<file path="config.mk">
export PLATFORM = sky130hd
export DESIGN_NAME = uart_tx
export DESIGN_NICKNAME = d
export VERILOG_FILES = /design/src/rtl/uart_tx.sv
export SDC_FILE = /design/constraint.sdc
export NUM_CORES = 1
export LEC_CHECK = 0
export CAP_MARGIN = 20
export CORE_ASPECT_RATIO = 1.2
export CORE_UTILIZATION = 35
export CTS_CLUSTER_DIAMETER = 30
export CTS_CLUSTER_SIZE = 16
export DETAILED_ROUTE_END_ITERATION = 12
export PLACE_DENSITY = 0.5
export SYNTH_ARGS = -nofsm -noshare
export SYNTH_HDL_FRONTEND = slang
export SYNTH_SLANG_ARGS = --single-unit
export TNS_END_PERCENT = 1
</file>
<file path="constraint.sdc">
create_clock -name clk -period 2.15 [get_ports clk]
set_input_delay 0.215 -clock clk [delete_from_list [all_inputs] [get_ports clk]]
set_output_delay 0.215 -clock clk [all_outputs]
set_load 0.005 [all_outputs]
</file>
<file path="src/rtl/uart_tx.sv">
// 8N1 UART transmitter, LSB first, fed by a small byte FIFO over a valid/ready handshake.
// Frames are sent back-to-back whenever the FIFO still holds data at the end of a stop bit.
module uart_tx #(
  parameter int unsigned CLKS_PER_BIT = 1085,
  parameter int unsigned FIFO_DEPTH   = 4
) (
  input  logic       clk,
  input  logic       rst_n,
  input  logic [7:0] data_in,
  input  logic       valid,
  output logic       ready,
  output logic       tx_out,
  output logic       busy
);

  localparam int unsigned PtrW = $clog2(FIFO_DEPTH);
  localparam int unsigned CntW = $clog2(CLKS_PER_BIT);
  localparam logic [CntW-1:0] CntMax = CntW'(CLKS_PER_BIT - 1);
  localparam logic [PtrW:0]   Depth  = (PtrW + 1)'(FIFO_DEPTH);

  typedef enum logic [1:0] {StIdle, StStart, StData, StStop} state_e;

  logic [7:0]      mem_q [FIFO_DEPTH];
  logic [PtrW-1:0] wr_ptr_q, wr_ptr_d;
  logic [PtrW-1:0] rd_ptr_q, rd_ptr_d;
  logic [PtrW:0]   count_q, count_d;
  state_e          state_q, state_d;
  logic [CntW-1:0] cnt_q, cnt_d;
  logic [2:0]      bit_idx_q, bit_idx_d;
  logic [7:0]      shift_q, shift_d;
  logic            tx_q, tx_d;
  logic            fifo_full, fifo_empty, push, pop, wrap;

  assign fifo_full  = (count_q == Depth);
  assign fifo_empty = (count_q == '0);
  assign ready      = !fifo_full;
  assign push       = valid && ready;
  assign wrap       = (cnt_q == CntMax);
  assign tx_out     = tx_q;
  assign busy       = (state_q != StIdle) || !fifo_empty;

  // Pointers wrap naturally because FIFO_DEPTH is a power of two.
  always_comb begin
    wr_ptr_d = push ? wr_ptr_q + 1'b1 : wr_ptr_q;
    rd_ptr_d = pop ? rd_ptr_q + 1'b1 : rd_ptr_q;
    count_d  = count_q;
    if (push && !pop) begin
      count_d = count_q + 1'b1;
    end else if (pop && !push) begin
      count_d = count_q - 1'b1;
    end
  end

  always_comb begin
    state_d   = state_q;
    cnt_d     = wrap ? '0 : cnt_q + 1'b1;
    bit_idx_d = bit_idx_q;
    shift_d   = shift_q;
    tx_d      = tx_q;
    pop       = 1'b0;
    unique case (state_q)
      StIdle: begin
        tx_d  = 1'b1;
        cnt_d = '0;
        if (!fifo_empty) begin
          pop     = 1'b1;
          shift_d = mem_q[rd_ptr_q];
          tx_d    = 1'b0;
          state_d = StStart;
        end
      end
      StStart: begin
        if (wrap) begin
          tx_d      = shift_q[0];
          bit_idx_d = '0;
          state_d   = StData;
        end
      end
      StData: begin
        if (wrap) begin
          if (bit_idx_q == 3'd7) begin
            tx_d    = 1'b1;
            state_d = StStop;
          end else begin
            bit_idx_d = bit_idx_q + 1'b1;
            shift_d   = shift_q >> 1;
            tx_d      = shift_q[1];
          end
        end
      end
      StStop: begin
        if (wrap) begin
          // A byte pushed on this very edge is not visible yet; it starts from idle.
          if (!fifo_empty) begin
            pop     = 1'b1;
            shift_d = mem_q[rd_ptr_q];
            tx_d    = 1'b0;
            state_d = StStart;
          end else begin
            state_d = StIdle;
          end
        end
      end
      default: state_d = StIdle;
    endcase
  end

  always_ff @(posedge clk) begin
    if (push) begin
      mem_q[wr_ptr_q] <= data_in;
    end
  end

  always_ff @(posedge clk or negedge rst_n) begin
    if (!rst_n) begin
      wr_ptr_q  <= '0;
      rd_ptr_q  <= '0;
      count_q   <= '0;
      state_q   <= StIdle;
      cnt_q     <= '0;
      bit_idx_q <= '0;
      shift_q   <= '0;
      tx_q      <= 1'b1;
    end else begin
      wr_ptr_q  <= wr_ptr_d;
      rd_ptr_q  <= rd_ptr_d;
      count_q   <= count_d;
      state_q   <= state_d;
      cnt_q     <= cnt_d;
      bit_idx_q <= bit_idx_d;
      shift_q   <= shift_d;
      tx_q      <= tx_d;
    end
  end

endmodule

</file>
==> results.rst <==
.. list-table::
   :header-rows: 1

   * - Metric
     - Value
   * - Relative slew margins
     - 0.6976
   * - H-tree levels
     - 3
   * - First DRT Iteration DRCs
     - 51
   * - Share of power burned in combinational logic
     - 0.143
   * - NetSw
     - 833.2 µW
   * - Sum of routed wire length over all layers
     - 5217 µm
   * - Sequential Area
     - 0.001763 mm²
   * - Total power divided by cell area
     - 869.6 mW/mm²
   * - CTS tree
     - built
   * - Pin count of the biggest net entering global routing
     - 33
   * - Timing-limited maximum frequency
     - 480.3 MHz
   * - Critical Path Sink Type
     - register
   * - Post-synthesis average cell area
     - 14.29 µm²
   * - Netlist area before placement
     - just over 0.003 mm²
   * - Setup Skew
     - 0.008971 ns
   * - Average routed wire per standard cell
     - between 10 and 15 µm
   * - Share of final-layout standard cells stronger than drive strength 1
     - 0.3071
   * - Maximum capacitance violations
     - 0
   * - RR Startpoint
     - cnt_q[9]
   * - Setup slack at placement
     - approximately 0.013 ns
   * - Cell total after placement
     - 350
   * - Placed instance area
     - 0.003403 mm²
   * - Internal power
     - 2366 µW
   * - Leakage
     - 0.001479 µW
   * - Ant diodes
     - 0
   * - RSZ-0062 raised after global routing
     - no
   * - Class of the most critical hold timing path
     - primary input to async pin
   * - Final global-route overflow total
     - 0
   * - Width of the die
     - 86.93 µm
   * - All-Layer GR Usage
     - 0.1309
   * - Gp weighted congestion
     - 0.6763
   * - Core area
     - between 0.008 and 0.009 mm²
   * - Cell types occupying the most area after synthesis
     - edfxtp_1 32%, dfrtp_1 26%, mux4_2 5.9%
   * - CTS Sinks
     - 64
   * - Total power
     - 3199 µW
   * - Effective utilization at floorplan
     - 0.3675
   * - Maximum net fanout on the critical path
     - 3
   * - Sum of negative setup slack
     - 0 ns
   * - Peak VDD IR
     - 0.3834 mV
   * - Number of port buffers
     - 13
   * - Number of global-route vias before repair
     - 1766
   * - Fin crit share
     - 0.9684
   * - Vias after detailed routing
     - between 1500 and 2000
   * - Most frequent cells in the layout
     - 32 x edfxtp_1, 31 x dfrtp_1, 20 x buf_4
   * - Number of failing setup endpoints in the final timing report
     - 0
   * - Antenna violations before repair
     - 0
   * - Post-route cell area
     - 0.003679 mm²
   * - DR DRC count
     - 0
   * - Drt pass-1 iters
     - 4
   * - Nets
     - around 280
   * - Clock latency on the worst-skew pair
     - roughly 0.34 ns
   * - Switching share of total power
     - 0.2605
   * - Run status
     - finished, final reports clean
   * - Setup slack of the worst register-to-register path
     - 0.07 ns
   * - Highest cell delay on the worst timing path
     - around 0.43 ns
   * - CTS clock-pin slew for the worst setup and hold paths
     - 0.07 ns
   * - Cell count after synthesis
     - 212
   * - Req. time, crit path
     - between 2 and 2.5 ns
   * - Cell-by-cell trace of the critical path
     - nor4_4, a41o_1, nand2_2, ha_4, inv_2, fa_2, mux2_2
   * - Shortest clock period the worst path allows after layout
     - 2.082 ns
   * - Net count of the mapped netlist
     - 238
   * - Area enclosed by the die boundary
     - 0.009032 mm²
   * - Number of I/O pins
     - 14
   * - Type of origin of the critical path
     - register
   * - Area growth from synthesis to layout
     - 21.44%
   * - Filler Cell Count
     - 766
   * - CTS root buffer
     - clkbuf_8
   * - First-pass GRT wire length
     - 8797 µm
   * - Slowest cell on crit path
     - dfrtp_1
   * - Worst reg2reg path endpoint
     - count_q[1]
   * - Number of nets still failing antenna checks after routing
     - 0
   * - Max Root-Sink Buffers
     - 2
   * - Sequential share of power
     - 0.489
   * - Overall die height
     - 103.9 µm
   * - Critical Path AT
     - 2.31 ns
   * - Synth warn
     - 0
   * - Portion of synthesized cell area occupied by the leading cell type
     - 0.3172
   * - Part of the Yosys area used for sequential elements
     - 0.5820
   * - Max-slew violation count
     - 0
   * - Distinct cell type count after synthesis
     - 42
   * - Clock group share of total power
     - 0.368
   * - Commonest non-fill, non-tap cell in the layout
     - edfxtp_1
   * - DR vias/cell
     - 4.679
   * - Hold Violations, Final
     - 0
   * - Number of rows created at floorplan
     - 36
   * - Area taken by multi-input logic gates
     - 0.001212 mm²
   * - Worst Max-Slew Pin Slew
     - 0.4537 ns
   * - Yosys reg bits
     - 64
   * - FF-to-FF path depth
     - 7
   * - Final cell count without fillers
     - around 370
   * - Slack of the critical path
     - 0.06800 ns
   * - Number of buffers created by CTS
     - 9
   * - Cell type with the highest aggregate area in the netlist
     - edfxtp_1
   * - HPWL after detailed placement
     - 3529 µm
   * - Crit path kind
     - register to register
==> state kept, by name, indices dropped and copies added, names as in the netlist <==
signal and count:
shift_q 8, rd_ptr_q 2, cnt_q 11, tx_out 1, count_q 3, wr_ptr_q 2
bit_idx_q 3, state_q 2, mem_q 32
==> worst max-delay path by stage <==
stage | from | end | slack, ns | cells after the start
floorplan | cnt_q[0] | count_q[2] | 0.005 | 11
global placement | cnt_q[0] | count_q[2] | 0.04 | 11
finish | cnt_q[9] | count_q[1] | 0.07 | 7
detailed placement | cnt_q[0] | count_q[2] | 0.01 | 11
CTS | cnt_q[0] | count_q[2] | 0.02 | 11
global route | cnt_q[9] | count_q[1] | 0.01 | 7
==> synth_stat cells, drive strengths merged <==
library cell and number:
o21a 1, and3 6, nand4 4, xor2 9, nor4b 1, o21ai 5, dfstp 1, o211a 1
mux4 8, nor4 1, nand2 10, nor2b 1, and4 1, or2 1, edfxtp 32, dfrtp 31
a22o 3, and2 2, ha 14, a21oi 4, nor2 16, xnor2 6, nor3 3, a22oi 1
inv 9, o221a 1, o2111ai 1, nand3 5, fa 1, o2bb2ai 1, buf 6, nand2b 3
clkbuf 2, or3 2, mux2 18, a41o 1
==> power by group through the flow <==
stage,registers [µW],logic [µW],clock network [µW]
3_3_place_gp,1580,457,0
4_1_cts,1560,461,1210
5_1_grt,1590,523,1270
6_report,1560,459,1180
3_5_place_dp,1590,460,0
2_1_floorplan,1560,293,0
==> routing by layer <==
layer	wire length (µm)	vias to the layer above	track usage
met4	107	0	0.07857
met5	0	-	0
met2	2520	18	0.1980
met1	2478	848	0.1714
li1	-	847	-
met3	110	9	0.02619
==> area by class of cell <==
type,instances,share of cell area
inverters,9,0.009184
multi-input cells,131,0.3296
repair buffers,34,0.08163
clock buffers,9,0.03367
flip-flops and latches,64,0.4793
well taps,114,0.03878
clock inverters,7,0.02789
==> worst max-delay path: cells and delay by family (launching register included) <==
kind            cells  cell delay, ns
fa+ha+maj           2            0.59
compound gates      1            0.26
buf+inv             1            0.05
flops               1            0.43
simple gates        2            0.39
mux                 1            0.26
==> cell families after synthesis <==
group,Yosys count,synth area share
flops,64,0.5820
simple gates,56,0.09707
mux,26,0.1351
compound gates,19,0.04750
buf+inv,17,0.03056
xor+xnor,15,0.04337
fa+ha+maj,15,0.06444
==> metrics by stage <==
| stage | utilization | hold WS [ns] |
|---|---|---|
| final | 0.4463 | 0.2728 |
| after global routing | 0.4463 | 0.3007 |
| after CTS | 0.4407 | 0.2725 |
| after detailed placement | 0.4129 | 0.4913 |
| after global placement | 0.4129 | 0.4998 |
| after floorplan | - | -0.08059 |
==> timing repair <==
action,in CTS,in global routing
pin swaps,0,4
endpoints found under the setup margin,1,2
buffers inserted,0,2
hold buffers,0,0
resized for setup,1,8
Power figures use the tool's default switching activity.
==> edit 1, RTL diff (same settings) <==
Make the reset (`rst_n`) synchronous in one clocked block.
--- a/src/rtl/uart_tx.sv
+++ b/src/rtl/uart_tx.sv
@@ -111,7 +111,7 @@
     end
   end
 
-  always_ff @(posedge clk or negedge rst_n) begin
+  always_ff @(posedge clk) begin
     if (!rst_n) begin
       wr_ptr_q  <= '0;
       rd_ptr_q  <= '0;
Formal check against the unedited RTL: differs if rst_n is asserted again (counterexample within 4 cycles, from zero or initial values and one cycle with rst_n low); with rst_n held inactive, the same outputs for 10 cycles.
==> edit 1 against the original RTL <==
- critical path depth rose by 4
- area after synthesis rose by 0.12%
- worst setup slack got worse by 0.080 ns
- sequential cell count rose by 2
- highest routed layer unchanged
- final area rose by 4.4%
- die area rose by 0.12%
- largest cell class unchanged
- critical path type unchanged
- the run now ends with negative setup slack left
- wire length rose by 15%
Power is not compared: it rests on default switching activity, and its combinational part moved more than twofold at a synthesized area within 25%.
==> edit 1: results (changes against the original RTL) <==
Status
  • Status: finished with violations
  • Failing checks: negative setup slack

Routing
  • Drt pass-1 iters: 4 (unchanged)
  • Initial drt markers: 83 (+63%)
  • Met2 WL: 3020 µm (+20%)
  • Via density: 4.90 (+4.8%)
  • Drt total wl: 6010 µm (+15%)
  • Met3 Routed Length: 138 µm (+25%)
  • Wl on met1: 2740 µm (+11%)

Placed design
  • Pre-CTS setup slack: -0.0790 ns (-0.0924 ns)
  • RePlAce Congestion: 0.754 (+12%)
  • DP HPWL: 4240 µm (+20%)
  • Placed Area: 3590 µm² (+5.6%)
  • Placed cell count: 410 (+17%)

Synth
  • Compound-Gate Fraction of Synth Area: 11.0% (+6.3 points)
  • Post-synth net total: 280 (+18%)
  • Mux cell area share after synthesis: 9.20% (-4.3 points)
  • Commonest cells post-synth: dfxtp_1 (34), edfxtp_1 (32), nor2_1 (22), a21oi_1 (19), ha_1 (15)
  • Synthesized area per cell: 12.0 µm² (-16%)
  • Ys async rst share: 0% (-50 points)
  • XOR/XNOR share of the synthesized area: 3.47% (-0.87 points)
  • Ys Warns: 0 (unchanged)
  • Post-synthesis adder-cell area fraction: 6.85% (+0.40 points)
  • Post-synth top flop: dfxtp_1
  • Netlist cell types: 47 (+12%)
  • Sequential area share after synthesis: 54.1% (-4.1 points)
  • Synth area leaders: edfxtp_1 (32%), dfxtp_1 (22%), ha_1 (6.2%)

GRT
  • Vias in the first global route: 2,124 (+20%)
  • Total GRT Usage: 14.8% (+1.7 points)
  • M2 GR Usage: 24.4% (+4.6 points)
  • Largest net degree at the start of global routing: 22 (-33%)
  • First-pass GRT wire length: 10,100 µm (+15%)
  • Met3 Usage GRT: 3.33% (+0.71 points)
  • Met1 Use GR: 18.1% (+0.97 points)
  • Initial antenna violation count: 0 (unchanged)

Finish
  • Layout cells sized above 1: 28.9% (-1.8 points)
  • Layout Cells excl Fill: 429 (+17%)
  • Final nets: 337 (+23%)
  • # diodes: 0 (unchanged)

Pwr
  • Sw frac: 34.4%
  • Overall power: 0.00470 W
  • Biggest consumer: combinational cells

Critical path
  • Max Fanout on Critical Path: 2 (-1)
  • CP arrival: 2.44 ns (+0.13 ns)
  • Slowest CP cell: dfxtp_2
  • Worst R2R Path Depth: 11 (+4)
  • CP peak stage delay: 0.34 ns (-0.09 ns)

Timing
  • Clk_skew: 0.00812 ns (-0.000851 ns)
  • Final worst slack: -0.0115 ns (-0.0795 ns)
  • Slew @ Worst Pin: 0.497 ns (+0.0429 ns)
  • Setup TNS: -0.0115 ns (-0.0115 ns)
  • Setup Viol. Count Final: 1 (+1)

Hold path
  • Hold Crit Class: reg2reg

CTS
  • Clock transition at path regs: 0.08 ns
  • CTS max path bufs: 2 (unchanged)
  • CTS Hold Bufs: 0 (unchanged)
==> edit 1: cell type report <==
| class | instances | area, µm² |
|---|---|---|
| Inverter | 11 | 41.3 |
| Multi-Input combinational cell | 168 | 1360 |
| Tap cell | 114 | 143 |
| Fill cell | 795 | 4400 |
| Clock buffer | 9 | 124 |
| Timing Repair Buffer | 54 | 450 |
| Clock inverter | 7 | 82.6 |
| Sequential cell | 66 | 1640 |
==> edit 1: worst paths after layout <==
kind              slack (ns)      endpoint         start
hold reg to reg         0.46  bit_idx_q[2]  bit_idx_q[2]
setup reg to reg       -0.01    count_q[2]      cnt_q[0]
setup / recovery       -0.01    count_q[2]      cnt_q[0]
hold / removal          0.46  bit_idx_q[2]  bit_idx_q[2]
==> edit 1: timing repair <==
action,CTS,global route
cloned,0,0
endpoints found under the hold margin,0,0
pin swaps,1,0
setup buffers,1,2
endpoints found under the setup margin,1,1
resized for setup,4,1
==> edit 2, RTL diff (same settings) <==
Without the edit above. Set the parameter `CLKS_PER_BIT` to 271 (it was 1085).
--- a/src/rtl/uart_tx.sv
+++ b/src/rtl/uart_tx.sv
@@ -1,7 +1,7 @@
 // 8N1 UART transmitter, LSB first, fed by a small byte FIFO over a valid/ready handshake.
 // Frames are sent back-to-back whenever the FIFO still holds data at the end of a stop bit.
 module uart_tx #(
-  parameter int unsigned CLKS_PER_BIT = 1085,
+  parameter int unsigned CLKS_PER_BIT = 271,
   parameter int unsigned FIFO_DEPTH   = 4
 ) (
   input  logic       clk,
Behaviour: no difference found for any inputs over 10 cycles, from zero or initial values and one cycle with rst_n low; that may be too few to reach the edited logic, so the function may still have changed.
==> edit 2 against the original RTL <==
- the run now ends with negative setup slack left
- sequential cell count fell by 2
- global-route usage is 0.80 points higher
- area after synthesis is 5.7% lower
- wire length about the same
- worst setup slack worse by 0.14 ns
- synthesized cell count shrank 9.0%
- final cell count is 11% lower
- critical path depth unchanged
- via count is 3.7% lower
- final area decreased by 7.0%
- clock skew decreased by 0.00099 ns
- worst hold slack got worse by 0.010 ns
- first-iteration DRC count up 41%
- total power fell by 9.9%
- critical path type unchanged
==> edit 2: results (changes against the original RTL) <==
Synth
  • Netlist cell types: 39 (-7.1%)
  • Post-synthesis adder-cell area fraction: 6.40% (-0.049 points)
  • Post-synth net total: 218 (-8.4%)
  • Compound-Gate Fraction of Synth Area: 6.09% (+1.3 points)
  • XOR/XNOR share of the synthesized area: 3.99% (-0.35 points)
  • Synth area leaders: edfxtp_1 (34%), dfrtp_1 (25%), mux2_2 (6.7%)
  • Post-synth EDFFs: 32 (unchanged)
  • Ys async rst share: 48.4% (-1.6 points)
  • Commonest cells post-synth: edfxtp_1 (32), dfrtp_1 (29), mux2_2 (17), nor2_1 (14), ha_1 (13)
  • Mux cell area share after synthesis: 13.4% (-0.10 points)
  • Sequential area share after synthesis: 60.0% (+1.8 points)

Routing
  • Drt total wl: 5220 µm (about the same)
  • Vias: 1,658 (-3.7%)
  • Initial drt markers: 72 (+41%)
  • Final ANT Viol Nets: 0 (unchanged)

Pwr
  • Leakage: 1.38 nW (-6.6%)
  • Peak VDD IR: 469 µV (+22%)

GRT
  • First-pass GRT wire length: 8790 µm (about the same)
  • Vias in the first global route: 1,795 (+1.6%)
  • Total GRT Usage: 13.9% (+0.80 points)
  • Largest net degree at the start of global routing: 31 (-6.1%)
  • Initial antenna violation count: 0 (unchanged)

Critical path
  • Top delay family on crit path: simple AND/OR/NAND/NOR gates
  • Max Fanout on Critical Path: 2 (-1)
  • CP startpoint: cnt_q[5]
  • Setup crit end: count_q[1]
  • RR Startpoint: cnt_q[5]
  • Slowest CP cell: or4b_4
  • CP arrival: 2.45 ns (+0.14 ns)
  • CP peak stage delay: 0.57 ns (+0.14 ns)

Timing
  • Setup Viol. Count Final: 7 (+7)
  • Final worst slack: -0.0742 ns (-0.142 ns)
  • Slew @ Worst Pin: 0.537 ns (+0.0830 ns)
  • Clk_skew: 0.00798 ns (-0.000994 ns)
  • Final hold slack: 0.263 ns (-0.0103 ns)

CTS
  • CTS max path bufs: 2 (unchanged)
  • H-tree lvl count: 3 (unchanged)

Placed design
  • RePlAce Congestion: 0.700 (+3.5%)
  • Pre-CTS setup slack: -0.181 ns (-0.195 ns)
  • DP HPWL: 3660 µm (+3.7%)

Finish
  • Number of fill cells in the layout: 721 (-5.9%)
  • Layout cells sized above 1: 30.1% (-0.62 points)
  • Biggest registers after layout: mem_q x32, cnt_q x9, shift_q x8
  • Final nets: 256 (-6.9%)

Status
  • Status: finished with violations
  • Failing checks: negative setup slack
[edit 2: kinds of logic (layout without fill, tap and decap cells)]
group,Yosys count,count (layout)
multiplexers,26,26
AND/OR/NAND/NOR,43,43
flip-flops,62,62
adder cells (fa/ha/maj),14,14
AO/OA/AOI/OAI,21,21
buffers and inverters,14,57
XOR/XNOR,13,13
[edit 2: where the power goes]
part | switching [W] | total (W) | internal (W)
clock network | 0.000479 | 0.000897 | 0.000419
logic | 0.000238 | 0.000464 | 0.000226
registers | 0.0000833 | 0.00152 | 0.00144
total | 0.000800 | 0.00288 | 0.00208
[edit 2: stage by stage]
stage / total power (W) / cell area (µm²) / instances / setup TNS (ns)
2_1_floorplan: 0.00181 / 2860 / 193 / -0.142
3_3_place_gp: 0.00197 / 3230 / 312 / -0.130
3_5_place_dp: 0.00202 / 3230 / 312 / -0.348
4_1_cts: 0.00293 / 3420 / 328 / -0.202
5_1_grt: 0.00303 / 3420 / 328 / -1.04
6_report: 0.00288 / 3420 / 328 / -0.0894
[edit 2: final cells by class]
class	instances	area, µm²	area share [%]
clock buffer	9	124	3.62
timing repair buffer	34	292	8.52
multi-input combinational	117	1100	32.2
inverter	7	26.3	0.768
clock inverter	7	50.0	1.46
sequential	62	1710	50.1
tap	92	115	3.36
[edit 2: timing repair]
item                                    CTS  global route
endpoints found under the setup margin   10            10
pin swaps                                 5             0
buffers inserted                          0             0
gates cloned                              0             0
gates resized for setup                   5             0
[edit 2: metal layers]
metal  vias up  track usage (%)  share of wire (%)
met5         -                0                  0
met1       832             15.8                 43
met4         0             7.56                2.2
li1        791                -                  -
met2        25             24.5                 52
met3        10             3.03                2.8
